`src/rtl/ttl_74161_counter.sv`:
```
// ttl_74161_counter: 74161-style presettable binary counter with async clear.
// Optional macro TTL_74161_MODULO_EN makes the terminal count MODULUS-1.
// DELAY_RISE/DELAY_FALL belong to timing-annotated simulation models; this RTL is zero-delay.
module ttl_74161_counter #(
    parameter int WIDTH      = 4,
    parameter int DELAY_RISE = 0,
    parameter int DELAY_FALL = 0,
    parameter int MODULUS    = 2**WIDTH
) (
    input  logic             Clk,
    input  logic             Clear,
    input  logic             Load_bar,
    input  logic             ENP,
    input  logic             ENT,
    input  logic [WIDTH-1:0] D,
    output logic [WIDTH-1:0] Q,
    output logic             RCO
);
`ifdef TTL_74161_MODULO_EN
    localparam logic [WIDTH-1:0] TC = WIDTH'(MODULUS - 1);
`else
    localparam logic [WIDTH-1:0] TC = {WIDTH{1'b1}};
`endif

    logic [WIDTH-1:0] q_q = '0;
    logic [WIDTH-1:0] q_d;
    logic             unused_params;

    assign unused_params = ^{32'(DELAY_RISE), 32'(DELAY_FALL), 32'(MODULUS)};

    // Next state: parallel load beats counting, counting needs both enables, else hold.
    // Above a truncated TC the increment still wraps naturally at 2**WIDTH.
    always_comb q_d = !Load_bar ? D : (ENP && ENT) ? ((q_q == TC) ? '0 : q_q + 1'b1) : q_q;

    // Count register; Clear wins over any coincident clock edge.
    always_ff @(posedge Clk or posedge Clear) begin
        if (Clear) q_q <= '0;
        else       q_q <= q_d;
    end

    assign Q   = q_q;
    assign RCO = ENT && (q_q == TC);
endmodule

```
`config.mk`:
```
export PLATFORM = sky130hd
export DESIGN_NAME = ttl_74161_counter
export DESIGN_NICKNAME = d
export VERILOG_FILES = /design/src/rtl/ttl_74161_counter.sv
export SDC_FILE = /design/constraint.sdc
export NUM_CORES = 1
export LEC_CHECK = 0
export ABC_AREA = 1
export CORE_AREA = 2 2 39 41
export DETAILED_ROUTE_END_ITERATION = 6
export DIE_AREA = 0 0 41 43
export GPL_TIMING_DRIVEN = 0
export PLACE_DENSITY = 0.56
export SYNTH_ARGS = -nofsm -noshare
export SYNTH_HDL_FRONTEND = slang
export SYNTH_SLANG_ARGS = --single-unit
export TNS_END_PERCENT = 30
```
`constraint.sdc`:
```
create_clock -name Clk -period 1.05 [get_ports Clk]
set_input_delay 0.105 -clock Clk [delete_from_list [all_inputs] [get_ports Clk]]
set_output_delay 0.105 -clock Clk [all_outputs]
set_load 0.03 [all_outputs]
```
[Word-level counts from Yosys, hierarchy flattened]
Index checks and enable logic that the tools add are counted.
Storage, ports and cells
  register bits: 4
  input port bits: 9
Cells by class
  add/subtract/negate cells: 1
  eq/ne operators: 2
  mux-type cells: 3
  reduce and logical (&&, ||, !) cells: 2
Operators by type and width (count)
  2-to-1 mux 4 bit: 3
  adder 4 x 1 -> 4 bit (second input constant): 1
  equality test 4 bit (second input constant): 1
  logical AND 1 bit: 2
  inequality test 2 x 1 -> 1 bit (second input constant): 1

[Depth between registers and ports, before layout]
  word-level depth: 4
  gate-level depth with buffers: 5

[Worst setup path after synthesis]
Ideal clock, no wire load.
  kind: reg-to-output
  start point: reg q_q[0], in the netlist Q[0]
  end point: out RCO
  data arrival time: 1.331 ns
  setup slack: -0.386 ns
  cell stages (with the launch flop): 4
  path buffers: 0
  cells stage by stage: dfrtp_1 -> ha_1 -> nand3_1 -> nor2_1
Between the ends
  word-level cells in the longest chain between the ends: 2
Ends and longest elaborated chain
  start: declaration: line 25  | logic [WIDTH-1:0] q_q = '0;
  start signal: assignment: line 38  | else q_q <= q_d;
  equality test 4 bit: line 42  | assign RCO = ENT && (q_q == TC);
  logical AND 1 bit: line 42
  end: declaration: line 17  | output logic RCO
Every way passes these cells.

[Final worst setup path]
  start point: reg q_q[1], in the netlist Q[1]
  end point: out RCO
Same word-level chain as after synthesis.

==> impl_metrics.tcl <==
set metrics [dict create \
    run_status "finished, violations left" \
    violations "setup timing" \
    antenna_found_initial 0 \
    required_ps 940 \
    power_frac_comb 0.393 \
    setup_viol 5 \
    num_rows 14 \
    wl_per_cell_um 8.92 \
    startpoint_type "register" \
    clock_latency_ps 240 \
    p_clk_frac 0.291 \
    wirelength_um 660 \
    intPower_mw 0.470 \
    h-tree-depth 1 \
    critPathCapture "RCO" \
    die_x_um 41 \
    numCtsBuffers 3 \
    cts_max_path_buffers 2 \
    cts_hold_buf 0 \
    fill_cells 155 \
    grt_pass1_vias 268 \
    synth_warnings 0 \
    layout.nets 69 \
    powerDensity_mw_per_mm2 1480 \
    rsz0062_at_grt "true" \
    fin_total_pwr_mw 0.732 \
    start_util 0.181 \
    hold_path_class "input port to asynchronous set/reset pin" \
    worstPathArrival_ps 1090 \
    drc 0 \
    max_cap_viol_count 0 \
    dp_hpwl_um 494 \
    ys_seq_area_frac 0.400 \
    grt_util_all_layers 0.0949 \
    cts.sinks 4 \
    n_antenna_cell 0 \
    vias_per_cell 4.18 \
    largest_reg_flops 4 \
    critical_path_class "register to primary output" \
    synth_fp_nets 47 \
    worstPathMaxFanout 3 \
    cp_slowest_cell "dfrtp_2" \
    pin_count 14 \
    reg2reg_depth 5 \
    drive_above_1_share 0.379 \
    max_stage_delay_ps 430 \
    ir_drop_uv 710 \
    p_seq_frac 0.316 \
    r2r_slack_ps -130 \
    worstReg2RegStart "Q[1]$_DFFE_PP0P_" \
    timing.fmax_mhz 835 \
    ant_nets 0 \
    layout.cells.non_filler 74 \
    dpl.cell_count 66 \
    grt_pass1_wl_um 1120 \
    power_leakage_nw 0.221 \
    worst_pin_slew_ps 227 \
    synthCells 37 \
    relSlewSlack 0.848 \
    place_ws_ps -492 \
    ys_ff_latch 4 \
    avgSynthCellArea_um2 6.76 \
    grt_max_degree 8 \
    fin_ws_ps -148 \
    cts_tree "done" \
    core_area_mm2 0.00138 \
    cts-root-buf "clkbuf_4" \
    r2r_end "Q[3]$_DFFE_PP0P_" \
    ys_types 11 \
    port_buffers 13 \
    dr.pass1.iters 4 \
    final-max-slew-violation-count 0 \
    die_y_um 43 \
    timing.final.crit_share 1.14 \
    routabilityCongestion 0.763 \
    areaGrowthSynthToFinish_pct 97.5 \
    endpoint_kind "primary output" \
    p_switching_mw 0.262 \
    drt_iter0_markers 4 \
    hold_viol 0 \
    grt_overflow_total 0 \
    timing.critical_path.from "Q[1]$_DFFE_PP0P_" \
    min_period_ps 1200 \
    clk_pin_slew_ps 40 \
    skew_ps 3.92 \
    crit_chain "ha_4 > nand3_4 > nor2_4 > buf_6" \
    vias 309 \
    fp.dieArea_mm2 0.00176 \
    sw_frac_of_total 0.358 \
    syn-cell-area_um2 250 \
]
==> cell families after synthesis <==
logic type                 after synthesis  synth area share
DFF                                      4             0.400
AOI/OAI and AO/OA                        5             0.120
adders and majority gates                1            0.0500
and+or+nand+nor                         22             0.355
buffers and inverters                    5            0.0750
==> power by group through the flow <==
| stage | registers (mW) | clock network, mW | logic, mW |
|---|---|---|---|
| 6_report | 0.231 | 0.213 | 0.288 |
| 5_1_grt | 0.236 | 0.235 | 0.318 |
| 4_1_cts | 0.228 | 0.223 | 0.285 |
| 3_5_place_dp | 0.236 | 0 | 0.261 |
| 3_3_place_gp | 0.235 | 0 | 0.260 |
| 2_1_floorplan | 0.281 | 0 | 0.104 |
==> cells in the mapped netlist (all sizes together) <==
cell	count	area, um^2
nor2	7	26.3
a31oi	1	6.26
inv	5	18.8
ha	1	12.5
o21ai	1	5.00
a21oi	3	18.8
nand3	5	25.0
nand2	10	37.5
dfrtp	4	100
==> repair_timing <==
| item | 4_1_cts | 5_1_grt |
|---|---|---|
| buffers inserted | 4 | 0 |
| resized for setup | 15 | 9 |
| pin swaps | 2 | 1 |
| setup endpoints to repair | 6 | 9 |
==> layer usage <==
metal | GRT usage | part of all wire
met5 | 0 | 0
met4 | 0.0200 | 0
met3 | 0.0681 | 0.079
met2 | 0.125 | 0.50
met1 | 0.124 | 0.42
==> placed cells by master, fill, tap and decap left out <==
cell             netlist  layout
buf_6                  0       1
nand3_1                5       4
nor2_4                 0       1
a31oi_1                1       1
nand3_4                0       1
nand2_1               10      10
a21oi_2                1       2
clkbuf_1               0       1
dfrtp_2                0       4
o21ai_1                1       1
inv_1                  4       4
inv_2                  1       1
clkdlybuf4s50_1        0       8
clkdlybuf4s15_2        0       2
clkbuf_4               0       4
nor2_1                 7       6
clkbuf_2               0       1
buf_4                  0       4
ha_4                   0       1
a21oi_1                2       1
==> worst max-delay path: cells and delay by family (launching register included) <==
kind                     cells  cell delay (ps)
adder cells (fa/ha/maj)      1              180
AND/OR/NAND/NOR              2              120
buffers and inverters        1              130
flip-flops                   1              430
==> metrics by stage <==
step	TNS (ps)	hold WS (ps)	cell area [um^2]	util
floorplan	-58.5	-129	285	-
global placement	-1730	302	435	0.315
detailed placement	-1680	305	435	0.315
CTS	-757	47.1	493	0.356
global route	-684	72.9	494	0.357
finish	-401	44.5	494	0.357
==> area by class of cell <==
cell class | instances | area (um^2) | area share
clock buffers | 4 | 26.3 | 0.0532
repair buffers | 17 | 156 | 0.316
well taps | 16 | 20.0 | 0.0405
flip-flops and latches | 4 | 105 | 0.213
multi-input cells | 28 | 168 | 0.339
inverters | 5 | 18.8 | 0.0380
==> worst min path at each step <==
stage                from  slack [ps]                to  cells past startpoint
floorplan           Clear        -130  Q[2]$_DFFE_PP0P_                      1
global placement    Clear         300  Q[3]$_DFFE_PP0P_                      2
detailed placement  Clear         300  Q[3]$_DFFE_PP0P_                      2
CTS                 Clear          50  Q[1]$_DFFE_PP0P_                      2
global route        Clear          70  Q[1]$_DFFE_PP0P_                      2
finish              Clear          40  Q[0]$_DFFE_PP0P_                      2
Power figures use the tool's default switching activity.
==> RTL change 1: new RTL, same settings <==
The parameter `WIDTH` goes from 4 to 3.
--- a/src/rtl/ttl_74161_counter.sv
+++ b/src/rtl/ttl_74161_counter.sv
@@ -3,5 +3,5 @@
 // DELAY_RISE/DELAY_FALL belong to timing-annotated simulation models; this RTL is zero-delay.
 module ttl_74161_counter #(
-    parameter int WIDTH      = 4,
+    parameter int WIDTH      = 3,
     parameter int DELAY_RISE = 0,
     parameter int DELAY_FALL = 0,
Interface: changed (resized D and Q); port bits go from 14 to 12. No check against the original RTL was run, so the function may have changed too.
==> RTL change 1 against the original RTL <==
- the run still ends with negative setup slack left
- total power shrank 23%
- fmax shrank 7.0%
- synthesized area shrank 21%
- synthesized cell count shrank 19%
- setup slack lost 0.090 ns
- sequential cell count shrank 1
- routed wire length shrank 32%
- cell area shrank 19%
- first-iteration DRC count shrank 50%
- largest power group is now clock
- global-route usage shrank 1.2 points
==> RTL change 1: results <==
export IMPL_grt_max_degree=7
export IMPL_num_nets_final=58
export IMPL_vdd_drop_max_v=0.000490
export IMPL_largest_reg_flops=3
export IMPL_comb_power_share=0.345
export IMPL_run_status="complete, but fails checks"
export IMPL_ys_seq_area_frac=0.380
export IMPL_signal_buffers=13
export IMPL_r2r_start="Q[0]"
export IMPL_setup_viol=4
export IMPL_synth_cells=30
export IMPL_failed_checks="negative setup slack"
export IMPL_avgRoutedWirePerCell_um=7.14
export IMPL_grt_usage=0.0826
export IMPL_vias_per_cell=3.75
export IMPL_setup_slack_ns=-0.238
export IMPL_drt_met1_wl_um=138
export IMPL_p_sw_mw=0.188
export IMPL_p_leak_nw=0.206
export IMPL_setup_tns_ns=-0.522
export IMPL_ff_latch_area_um2=77.6
export IMPL_clk_share=0.0660
export IMPL_cts_sinks=3
export IMPL_p_sw_frac=0.334
export IMPL_synth_compound_area_share=0
export IMPL_crit_fanout=2
export IMPL_r2r_end="Q[2]"
export IMPL_synthAdderAreaFrac=0.127
export IMPL_drtIter0Drc=2
export IMPL_r2r_cells=6
export IMPL_dr_wl_met2_um=277
export IMPL_rrSetupSlack_ns=-0.04
export IMPL_arrival_ns=1.18
export IMPL_ys_types=6
export IMPL_max_slew_margin=0.871
export IMPL_grt_pass1_wl_um=931
export IMPL_synthTopCellsByCount="nand2_1 (16), inv_1 (5), dfrtp_1 (3), nand3_1 (3), ha_1 (2)"
export IMPL_wl_met3_um=9
export IMPL_dp_worst_setup_slack_ns=-0.453
export IMPL_syn_nets=40
## RTL change 1: cell types whose count changed after synthesis, sizes merged, moves of 2 or more
cell	unedited run	this run
a21oi	3	0
nand2	10	16
nand3	5	3
nor2	7	1
## RTL change 1: per-layer routing
metal / global-route usage / vias to the layer above
met1: 0.0714 / 106
li1: - / 124
met3: 0.0157 / 2
met5: 0 / -
met4: 0.0800 / 0
met2: 0.141 / 4
## RTL change 1: worst max-delay path by stage
stage	startpoint	end	depth (start not counted)
final	Q[0]	RCO	5
after global routing	Q[0]	RCO	5
after global placement	Q[0]	RCO	5
after detailed placement	Q[0]	RCO	5
after floorplan	Q[0]	Q[2]	6
after CTS	Q[1]	RCO	5
## RTL change 1: worst reg2reg max path: cells and delay by family (launching register included)
kind / cells / cell delay (ns)
and+or+nand+nor: 4 / 0.20
DFF: 1 / 0.41
adders and majority gates: 2 / 0.37
==> RTL change 2: new RTL, config.mk and constraints unchanged <==
Made on the original files. Register the input `ENP` before use, without a reset. The logic sees it one clock later. The other inputs are not delayed to match.
--- a/src/rtl/ttl_74161_counter.sv
+++ b/src/rtl/ttl_74161_counter.sv
@@ -17,4 +17,10 @@
     output logic             RCO
 );
+
+    logic ENP_q;
+
+    always_ff @(posedge Clk) begin
+        ENP_q <= ENP;
+    end
 `ifdef TTL_74161_MODULO_EN
     localparam logic [WIDTH-1:0] TC = WIDTH'(MODULUS - 1);
@@ -31,5 +37,5 @@
     // Next state: parallel load beats counting, counting needs both enables, else hold.
     // Above a truncated TC the increment still wraps naturally at 2**WIDTH.
-    always_comb q_d = !Load_bar ? D : (ENP && ENT) ? ((q_q == TC) ? '0 : q_q + 1'b1) : q_q;
+    always_comb q_d = !Load_bar ? D : (ENP_q && ENT) ? ((q_q == TC) ? '0 : q_q + 1'b1) : q_q;
 
     // Count register; Clear wins over any coincident clock edge.
Formal check against the unedited RTL: not equivalent (a bounded check fails within 4 cycles, from zero or initial values).
==> RTL change 2 against the original RTL <==
- the run still ends with negative setup slack left
- synthesized area increased by 8.0%
- global-route usage increased by 0.47 points
- clock power increased by 9.9%
- critical path depth unchanged
- routed wire length increased by 2.6%
- non-clock buffer count decreased by 2
- sequential power increased by 19%
- cell area increased by 1.8%
- die area unchanged
- sequential cell count increased by 1
- setup slack got worse by 0.019 ns
- total power increased by 5.7%
- worst hold slack improved by 0.0069 ns
==> RTL change 2: results <==
export IMPL_run_status="complete, but fails checks"
export IMPL_failed_checks="negative setup slack"
export IMPL_crit_fanout=4
export IMPL_hpwl_um=501
export IMPL_ys_types=12
export IMPL_p_leak_nw=0.224
export IMPL_fin_worst_skew_ns=0.000535
export IMPL_signal_buffers=15
export IMPL_num_nets_final=68
export IMPL_p_sw_mw=0.278
export IMPL_synth_compound_area_share=0.111
export IMPL_drtIter0Drc=8
export IMPL_synthAdderAreaFrac=0.0463
export IMPL_vdd_drop_max_v=0.000529
export IMPL_gp_congestion=0.698
export IMPL_multi_input_area_share=0.341
export IMPL_muxShareOfSynthArea=0
export IMPL_p_clk_mw=0.234
export IMPL_setup_slack_ns=-0.166
export IMPL_p_sw_frac=0.360
export IMPL_grt_pass1_wl_um=1100
export IMPL_syn_to_final_growth_pct=86.1
export IMPL_async_flop_share=0.800
export IMPL_multi_input_cells=28
export IMPL_ff_latch_area_um2=124
export IMPL_p_seq_frac=0.355
export IMPL_grt_pass1_vias=267
export IMPL_dp_worst_setup_slack_ns=-0.476
export IMPL_clk_share=0.0522
export IMPL_arrival_ns=1.11
export IMPL_fillers=161
export IMPL_ys_ff_latch=5
export IMPL_layout_drive_gt1_share=0.281
export IMPL_setup_viol=6
export IMPL_insertedDiodeCount=0
export IMPL_syn_nets=48
export IMPL_post_dp_cell_area_um2=455
export IMPL_tightestPinTransition_ns=0.296
export IMPL_ys_seq_area_frac=0.444
export IMPL_synth_area_leaders="dfrtp_1 (37%), nand2_1 (14%), nor2_1 (9.7%)"
export IMPL_vias_per_cell=4.07
export IMPL_layout_nonclk_buf_frac=0.284
export IMPL_drt_total_wl_um=677
export IMPL_clockRootBuffer="clkbuf_4"
[RTL change 2: cell count changes after synthesis]
cell	change
dfxtp_1	+1
[RTL change 2: path summary, 6_finish.rpt]
path | startpoint | to | slack (ns) | cells past startpoint
setup / recovery | Q[1] | RCO | -0.17 | 4
max in group asynchronous | Clear | Q[0] | 0.82 | 2
setup reg to reg | Q[1] | Q[3] | -0.10 | 5
hold reg to reg | Q[0] | Q[0] | 0.57 | 2
min in group Clk | ENP | ENP_q | 0.30 | 1
hold / removal | Clear | Q[3] | 0.05 | 2
[RTL change 2: worst max-delay path: stages (launching register included)]
cell	delay [ns]
dfrtp_2	0.40
ha_4	0.16
nand3_4	0.08
nor2_4	0.09
buf_6	0.13
[RTL change 2: through the flow]
step                      hold WS (ns)  TNS [ns]   util  cells
final                           0.0514    -0.638  0.363     73
after global routing            0.0748     -1.02  0.363     73
after CTS                       0.0599    -0.768  0.361     73
after detailed placement         0.320     -1.63  0.329     67
after global placement           0.317     -1.62  0.329     67
after floorplan                 -0.129   -0.0585      -     38
[RTL change 2: per-layer routing]
metal / global-route usage / wire length, um
met5: 0 / 0
met4: 0.0600 / 16
met3: 0.0314 / 53
met2: 0.125 / 300
met1: 0.142 / 307
[RTL change 2: cells by family after synthesis]
| kind of cell | Yosys count |
|---|---|
| simple gates | 22 |
| compound gates | 5 |
| buf+inv | 5 |
| flops | 5 |
| fa+ha+maj | 1 |
[RTL change 2: what timing repair did]
item / in CTS / in global routing
pin swaps: 2 / 2
resized for setup: 16 / 5
setup buffers: 2 / 0
endpoints found under the hold margin: 0 / 0
setup endpoints to repair: 5 / 8
